### src/rtl/iir_mac_sequencer.sv
// Control sequencer for a single shared MAC running a direct-form IIR filter.
// Walks the feed-forward taps and then the feedback taps once per accepted sample.
// Waits out the MAC pipeline, then strobes the result into data_out and the feedback history.
// Holds one early sample in a pending buffer and keeps a sticky flag when a sample is dropped.
module iir_mac_sequencer #(
  parameter int unsigned FF_TAP_COUNT = 7,
  parameter int unsigned FB_TAP_COUNT = 7,
  parameter int unsigned MAC_LATENCY  = 2,
  parameter int unsigned ADDR_W       = $clog2(FF_TAP_COUNT + FB_TAP_COUNT),
  parameter int unsigned TAP_W        =
    (((FF_TAP_COUNT > FB_TAP_COUNT) ? FF_TAP_COUNT : FB_TAP_COUNT) > 1) ?
    $clog2((FF_TAP_COUNT > FB_TAP_COUNT) ? FF_TAP_COUNT : FB_TAP_COUNT) : 1
) (
  input  logic              clk,
  input  logic              reset_n,
  input  logic              enable,
  input  logic              sample_valid,
  input  logic              overrun_clr,
  output logic              sample_latch,
  output logic              mac_clear,
  output logic              mac_en,
  output logic              hist_sel,
  output logic [TAP_W-1:0]  tap_idx,
  output logic [ADDR_W-1:0] coeff_addr,
  output logic              out_valid,
  output logic              fb_push,
  output logic              busy,
  output logic              overrun
);

  localparam int unsigned TAP_MAX = (FF_TAP_COUNT > FB_TAP_COUNT) ? FF_TAP_COUNT : FB_TAP_COUNT;
  localparam int unsigned CNT_MAX = (TAP_MAX > MAC_LATENCY) ? TAP_MAX : MAC_LATENCY;
  localparam int unsigned CNT_W   = (CNT_MAX > 1) ? $clog2(CNT_MAX) : 1;

  typedef enum logic [2:0] {
    IDLE  = 3'd0,
    LATCH = 3'd1,
    FF    = 3'd2,
    FB    = 3'd3,
    DRAIN = 3'd4,
    DONE  = 3'd5
  } state_t;

  state_t             state_q, state_d;
  logic [CNT_W-1:0]   cnt_q, cnt_d;
  logic               pending_q, pending_d;
  logic               overrun_d;
  logic               consume;
  logic               drop;

  logic               sample_latch_d;
  logic               mac_en_d;
  logic               hist_sel_d;
  logic [TAP_W-1:0]   tap_idx_d;
  logic [ADDR_W-1:0]  coeff_addr_d;
  logic               out_valid_d;
  logic               busy_d;

  // Next state, tap counter, pending/overrun bookkeeping and next-cycle output decode.
  always_comb begin
    state_d   = state_q;
    cnt_d     = cnt_q;
    pending_d = pending_q;
    consume   = 1'b0;
    drop      = 1'b0;

    unique case (state_q)
      IDLE: begin
        if (enable && (sample_valid || pending_q)) begin
          state_d = LATCH;
          cnt_d   = '0;
        end
      end
      LATCH: begin
        state_d = FF;
        cnt_d   = '0;
      end
      FF: begin
        if (cnt_q == CNT_W'(FF_TAP_COUNT - 1)) begin
          state_d = FB;
          cnt_d   = '0;
        end else begin
          cnt_d = cnt_q + CNT_W'(1);
        end
      end
      FB: begin
        if (cnt_q == CNT_W'(FB_TAP_COUNT - 1)) begin
          state_d = (MAC_LATENCY == 0) ? DONE : DRAIN;
          cnt_d   = '0;
        end else begin
          cnt_d = cnt_q + CNT_W'(1);
        end
      end
      DRAIN: begin
        if (cnt_q == CNT_W'(MAC_LATENCY - 1)) begin
          state_d = DONE;
          cnt_d   = '0;
        end else begin
          cnt_d = cnt_q + CNT_W'(1);
        end
      end
      DONE: begin
        state_d = (pending_q && enable) ? LATCH : IDLE;
        cnt_d   = '0;
      end
      default: begin
        state_d = IDLE;
        cnt_d   = '0;
      end
    endcase

    // A buffered sample is consumed whenever it starts the next LATCH.
    consume = pending_q && enable && ((state_q == IDLE) || (state_q == DONE));

    if (state_q != IDLE) begin
      drop      = sample_valid && pending_q && !consume;
      pending_d = sample_valid || (pending_q && !consume);
    end else if (enable) begin
      // In IDLE a live sample starts directly; it only gets buffered if the pending one goes first.
      pending_d = pending_q && sample_valid;
    end

    overrun_d = drop ? 1'b1 : (overrun_clr ? 1'b0 : overrun);

    sample_latch_d = (state_d == LATCH);
    mac_en_d       = (state_d == FF) || (state_d == FB);
    hist_sel_d     = (state_d == FB);
    tap_idx_d      = mac_en_d ? TAP_W'(cnt_d) : '0;
    coeff_addr_d   = '0;
    if (state_d == FF) begin
      coeff_addr_d = ADDR_W'(cnt_d);
    end else if (state_d == FB) begin
      coeff_addr_d = ADDR_W'(FF_TAP_COUNT) + ADDR_W'(cnt_d);
    end
    out_valid_d    = (state_d == DONE);
    busy_d         = (state_d != IDLE);
  end

  // State, counter, flags and registered outputs.
  always_ff @(posedge clk) begin
    if (!reset_n) begin
      state_q      <= IDLE;
      cnt_q        <= '0;
      pending_q    <= 1'b0;
      overrun      <= 1'b0;
      sample_latch <= 1'b0;
      mac_clear    <= 1'b0;
      mac_en       <= 1'b0;
      hist_sel     <= 1'b0;
      tap_idx      <= '0;
      coeff_addr   <= '0;
      out_valid    <= 1'b0;
      fb_push      <= 1'b0;
      busy         <= 1'b0;
    end else begin
      state_q      <= state_d;
      cnt_q        <= cnt_d;
      pending_q    <= pending_d;
      overrun      <= overrun_d;
      sample_latch <= sample_latch_d;
      mac_clear    <= sample_latch_d;
      mac_en       <= mac_en_d;
      hist_sel     <= hist_sel_d;
      tap_idx      <= tap_idx_d;
      coeff_addr   <= coeff_addr_d;
      out_valid    <= out_valid_d;
      fb_push      <= out_valid_d;
      busy         <= busy_d;
    end
  end

endmodule

### config.mk
export PLATFORM = sky130hd
export DESIGN_NAME = iir_mac_sequencer
export DESIGN_NICKNAME = d
export VERILOG_FILES = /design/src/rtl/iir_mac_sequencer.sv
export SDC_FILE = /design/constraint.sdc
export NUM_CORES = 1
export LEC_CHECK = 0
export BUFFER_PORTS_ARGS = -buffer_cell sky130_fd_sc_hd__buf_2
export CORE_MARGIN = 2
export CORE_UTILIZATION = 35
export DETAILED_ROUTE_END_ITERATION = 7
export PLACE_DENSITY = 0.58
export SLEW_MARGIN = 20
export SYNTH_ARGS = -nofsm -noshare
export SYNTH_HDL_FRONTEND = slang
export SYNTH_SLANG_ARGS = --single-unit
### constraint.sdc
create_clock -name clk -period 6 [get_ports clk]
set_input_delay 0.6 -clock clk [delete_from_list [all_inputs] [get_ports clk]]
set_output_delay 0.6 -clock clk [all_outputs]
set_load 0.01 [all_outputs]
==> results.md, run 1 <==
- Worst rel slew slack: 70.59%
- Post-synth EDFFs: 0
- Ys async rst share: 0%
- Status: completed
- Place WS: 3.752 ns
- Crit Path Category: reg2reg
- Total leakage power: 0.4520 nW
- Crit Path Max Fanout: 13
- Initial Util: 36.67%
- Synth top cells by count: dfxtp_1 (20), nor2_1 (12), inv_1 (7)
- Wirelength, routed: 1720 um
- Final period demand of the worst path: 2.255 ns
- Via density: 5.140
- Length in cells of the worst reg-to-reg path: 6
- DR WL/cell: 12.03 um
- Vias in the first global route: 646
- Least-Margin Pin Slew: 0.4289 ns
- Clock Latency Late Sink: 0.30 ns
- DP Wirelength: 1259 um
- Period Utilization, post-route: 37.58%
- Die Width: 54.95 um
- First-pass iteration count of the detailed router: 4
- Crit path required time: 6.24 ns
- Crit path capture type: flip-flop
- Largest net degree at the start of global routing: 15
- Final Max Slew Viols: 0
- Synth Instances: 95
- Synthesized area: 908.4 sq um
- Flop2flop setup slack: 3.75 ns
- CP arrival: 2.50 ns
- Core area: 2477 sq um
- ANT cells: 0
- Power density over cell area: 292.3 nW/um^2
- CP Launch Type: flip-flop
- Yosys warning count: 0
- Clock Skews: 0.01020 ns
- CTS tree: built
- Reg-to-reg endpoint: coeff_addr[1]
- Final Hold Fails: 0
- Layout cells sized above 1: 25.66%
- Synth Register Bits: 20
- Global-route wire length before repair: 2863 um
- Final setup fails: 0
- Max-cap check violation count: 0
- Area Overhead vs Synth: 16.39%
- Post-CTS sizing: 0
- Hold Path Sink: overrun
- Main synth FF type: dfxtp_1
- Cells on Worst Hold Path: 2
- Worst IR drop on VDD: 0.2285 mV
- H-tree depth: 1
- Setup TNS: 0 ns
- Longest Clk Path Bufs: 2
- # IOs: 20
- Root buf cell: clkbuf_4
- # clock sinks: 20
- HP Class: reg2reg
- Std-Cell Rows: 18
- Mean post-synth cell area: 9.562 sq um
- Origin of the critical flop-to-flop path: state_q[1]
- Post-route antenna net violation count: 0
- Final nets: 120
- DRC Markers: 0
- Largest area contributor in the netlist: dfxtp_1
- Register area share after synthesis: 44.08%
- Initial antenna violation count: 0
- Yosys top cell area share: 44.08%
- Clock slew at reported path FFs: 0.12 ns
- Routability cong.: 0.7238
- Post-synthesis net count: 101
- Full die area: 3019 sq um
- Global Route Usage Sum: 13.31%
- Clock buffer count from CTS: 3
- Postcts setup bufs: 0
- Most frequent cell after synthesis: dfxtp_1
- Via count: 735
- Unique masters post-synth: 42
- Final worst slack: 3.745 ns
- Die H: 54.95 um
- PortBufs: 19
- Remaining Overflow, GRT: 0
- Largest cells by area after synthesis: dfxtp_1 (44%), nor2_1 (5.0%), a21oi_1 (3.3%)
- RSZ-0062 raised after global routing: false
- F_max: 0.4435 GHz
- Hold path startpoint: overrun
- CTS Hold Buffers Added: 0
- DR iter-0 viols: 14
## cells by family (layout without fill, tap and decap cells)
kind of cell | Yosys count | in the layout | synth area share (%)
multiplexers | 2 | 2 | 2.342
AO/OA/AOI/OAI | 22 | 22 | 19.97
XOR/XNOR | 2 | 2 | 1.929
buffers and inverters | 12 | 30 | 6.887
flip-flops | 20 | 20 | 44.08
adder cells (fa/ha/maj) | 1 | 1 | 1.377
AND/OR/NAND/NOR | 36 | 36 | 23.42
## worst max-delay path by stage
| stage | start | to | slack, ns | depth (start not counted) |
|---|---|---|---|---|
| floorplan | state_q[2] | coeff_addr[1] | 4.12 | 6 |
| finish | state_q[1] | coeff_addr[1] | 3.75 | 6 |
| global route | state_q[1] | coeff_addr[1] | 3.58 | 6 |
| detailed placement | state_q[2] | coeff_addr[1] | 3.75 | 6 |
| global placement | state_q[2] | coeff_addr[1] | 3.84 | 6 |
| CTS | state_q[1] | coeff_addr[1] | 3.74 | 6 |
## routing by layer
metal	global-route usage, %	up-vias	share of wire (%)
li1	-	371	-
met1	17.25	339	46
met2	20.83	23	47
met3	4.839	2	6.6
met4	3.659	0	0.58
met5	0	-	0
## cell usage in the layout, fill, tap and decap left out, types with 2 or more instances in the layout
master,synthesis,final
clkbuf_4,0,3
a21o_1,2,2
nand2_1,3,3
dfxtp_1,20,20
a311oi_1,2,2
o21ai_0,2,2
buf_2,2,19
inv_1,7,7
a32oi_1,2,2
nand2b_1,3,3
nand3_1,2,2
or3b_1,2,2
a21oi_1,6,6
nor2_1,12,12
## power by group
group	internal, mW	switching (mW)	total (mW)
Clock	0.0675	0.0415	0.109
Combinational	0.0233	0.0289	0.0522
Sequential	0.140	0.00762	0.148
Total	0.231	0.0780	0.309
## registers in the layout (all words and copies together) (netlist names)
signal and count:
pending_q 1, busy 1, cnt_q 3, mac_en 1, coeff_addr 4, fb_push 1, tap_idx 3, overrun 1
hist_sel 1, state_q 3, mac_clear 1
## area by class of cell
cell class / count / area [sq um]
multi-input combinational: 63 / 445.4
sequential: 20 / 400.4
timing repair buffer: 19 / 95.09
tap: 30 / 37.54
clock inverter: 1 / 30.03
clock buffer: 3 / 22.52
inverter: 7 / 26.28
fill: 260 / 1420
## per-stage QoR
step	hold slack (ns)	instance area, sq um	total power [mW]	utilization [%]	instances
floorplan	0.4904	908.4	0.1916	-	95
global placement	0.4582	1005	0.2025	40.56	139
detailed placement	0.4699	1005	0.2034	40.56	139
CTS	0.4855	1057	0.3125	42.68	143
global route	0.5241	1057	0.3261	42.68	143
finish	0.4793	1057	0.3090	42.68	143
## critical path, stage by stage (launching register included)
cell and delay (ns):
dfxtp_1 0.46, or3_1 0.45, nor2_1 0.33, mux2i_1 0.25, ha_1 0.34, mux2_1 0.29
nor2_1 0.08
Note: power is estimated with default switching activity, not from simulation.
==> run 2: changes to the inputs <==
--- a/config.mk
+++ b/config.mk
@@ -9,7 +9,7 @@
 export CORE_MARGIN = 2
 export CORE_UTILIZATION = 35
 export DETAILED_ROUTE_END_ITERATION = 7
-export PLACE_DENSITY = 0.58
+export PLACE_DENSITY = 0.6
 export SLEW_MARGIN = 20
 export SYNTH_ARGS = -nofsm -noshare
 export SYNTH_HDL_FRONTEND = slang
==> constraint.sdc (replaced) <==
create_clock -name clk -period 1.8 [get_ports clk]
set_input_delay 0.18 -clock clk [delete_from_list [all_inputs] [get_ports clk]]
set_output_delay 0.18 -clock clk [all_outputs]
set_load 0.01 [all_outputs]
==> results.md, run 2 (synthesis gave the netlist of run 1 again) <==
- Final Hold Fails: 0 (unchanged)
- Crit Path Max Fanout: 8 (was 13)
- Longest Clk Path Bufs: 2 (unchanged)
- Final worst slack: 0.02561 ns (was 3.745 ns)
- Die H: 54.95 um (unchanged)
- Flop pwr share: 47.3% (was 47.8%)
- DR WL/cell: 12.87 um (was 12.03 um)
- Placed Cells: 155 (was 139)
- Std-Cell Rows: 18 (unchanged)
- CP arrival: 2.01 ns (was 2.50 ns)
- Final setup fails: 0 (unchanged)
- Clock buffer count from CTS: 3 (unchanged)
- Worst IR drop on VDD: 0.8607 mV (was 0.2285 mV)
- Setup TNS: 0 ns (unchanged)
- Total leakage power: 0.5750 nW (was 0.4520 nW)
- CTS Hold Buffers Added: 0 (unchanged)
- # clock sinks: 20 (unchanged)
- Clk pwr share: 24.4% (was 35.3%)
- Full die area: 3019 sq um (unchanged)
- Final Max Slew Viols: 0 (unchanged)
- RSZ-0062 raised after global routing: true (was false)
- Period Utilization, post-route: 98.58% (was 37.58%)
- HP Class: in2reg (was reg2reg)
- Power density over cell area: 820.4 nW/um^2 (was 292.3 nW/um^2)
- Max reg flops: 4 (unchanged)
- Area Overhead vs Synth: 38.84% (was 16.39%)
- ANT cells: 0 (unchanged)
- Routability cong.: 0.7600 (was 0.7238)
- Global-route wire length before repair: 3215 um (was 2863 um)
- Final Util: 50.91% (was 42.68%)
- Crit path capture type: flip-flop (unchanged)
- DP Wirelength: 1509 um (was 1259 um)
- F_max: 0.5636 GHz (was 0.4435 GHz)
- Final period demand of the worst path: 1.774 ns (was 2.255 ns)
- Sw power: 0.2843 mW (was 0.07801 mW)
- DRC Markers: 0 (unchanged)
- # IOs: 20 (unchanged)
- Int Pwr: 0.7503 mW (was 0.2310 mW)
- Largest net degree at the start of global routing: 12 (was 15)
- Via density: 4.945 (was 5.140)
- Most frequent cells in the layout: buf_2 (19), dfxtp_1 (17), buf_4 (16) (was dfxtp_1 (20), buf_2 (19), nor2_1 (12))
- First-pass iteration count of the detailed router: 5 (was 4)
- Layout cells sized above 1: 45.86% (was 25.66%)
- Min Hold Slack: 0.1315 ns (was 0.4793 ns)
- Area after DPL: 1134 sq um (was 1005 sq um)
- Clock Skews: 0.008001 ns (was 0.01020 ns)
- Clock Latency Late Sink: 0.29 ns (was 0.30 ns)
- DR iter-0 viols: 23 (was 14)
- Max-cap check violation count: 0 (unchanged)
- CP Launch Type: flip-flop (unchanged)
- Global Route Usage Sum: 15.04% (was 13.31%)
- Least-Margin Pin Slew: 0.3249 ns (was 0.4289 ns)
- Total power: 1.035 mW (was 0.3090 mW)
- Net Sw Frac: 27.48% (was 25.24%)
- CTS tree: built (unchanged)
- Worst rel slew slack: 78.05% (was 70.59%)
- Wirelength, routed: 2098 um (was 1720 um)
- Core area: 2477 sq um (unchanged)
- Biggest register: coeff_addr (unchanged)
- Via count: 806 (was 735)
- Most common cell after layout, fill and taps aside: buf_2 (was dfxtp_1)
- PortBufs: 19 (unchanged)
- Crit Path Category: reg2reg (unchanged)
- H-tree depth: 1 (unchanged)
- Vias in the first global route: 734 (was 646)
- Post-route cell area: 1261 sq um (was 1057 sq um)
- Root buf cell: clkbuf_4 (unchanged)
- Crit path required time: 2.04 ns (was 6.24 ns)
- Initial antenna violation count: 0 (unchanged)
- Status: completed (unchanged)
- Clock slew at reported path FFs: 0.11 ns (was 0.12 ns)
- Comb power frac: 28.4% (was 16.9%)
- Remaining Overflow, GRT: 0 (unchanged)
- Post-route antenna net violation count: 0 (unchanged)
- Final nets: 140 (was 120)
- Initial Util: 36.67% (unchanged)
- Flop2flop setup slack: 0.03 ns (was 3.75 ns)
- Die Width: 54.95 um (unchanged)
- Place WS: -0.07569 ns (was 3.752 ns)
- Fin cells: 163 (was 143)
## run 2: cell count changes in the layout (fill, tap and decap cells not counted), sizes merged
cell and change:
buf +20, bufinv -1, clkbuf +1
## run 2: final timing paths
path | from | end | depth (start not counted)
min reg2reg | overrun | overrun | 2
max | state_q[2] | coeff_addr[1] | 7
min | overrun_clr | overrun | 3
max reg2reg | state_q[2] | coeff_addr[1] | 7
## run 2: area by class of cell
| type | instances | area [sq um] |
|---|---|---|
| fill | 251 | 1216 |
| inverter | 7 | 26.28 |
| multi-input combinational | 63 | 491.7 |
| timing repair buffer | 39 | 260.3 |
| sequential | 20 | 409.1 |
| clock buffer | 4 | 36.28 |
| tap | 30 | 37.54 |
## run 2: what timing repair did
| action | in CTS | in global routing |
|---|---|---|
| endpoints found under the setup margin | 3 | 4 |
| endpoints found under the hold margin | 0 | 0 |
| cloned | 0 | 0 |
| resized for setup | 7 | 10 |
| pin swaps | 1 | 5 |
| buffers inserted | 1 | 3 |
## run 2: power by group through the flow
| stage | combinational, mW | clock [mW] | sequential (mW) |
|---|---|---|---|
| after CTS | 0.256 | 0.266 | 0.488 |
| after global routing | 0.321 | 0.283 | 0.494 |
| final | 0.293 | 0.252 | 0.489 |
| after detailed placement | 0.241 | 0 | 0.498 |
| after floorplan | 0.147 | 0 | 0.497 |
| after global placement | 0.237 | 0 | 0.497 |
## run 2: layer usage
metal,vias up,part of all wire (%),track usage (%)
met5,-,0,0
met3,0,5.6,4.839
met4,0,0,1.220
met2,28,52,28.17
met1,365,43,17.19
li1,413,-,-
## run 2: critical path, cell delays in order, from the launching register on
cell,delay (ns)
dfxtp_4,0.39
buf_6,0.14
xnor2_1,0.21
a32oi_1,0.12
buf_4,0.16
a32oi_4,0.28
mux2_4,0.34
nor2_2,0.07
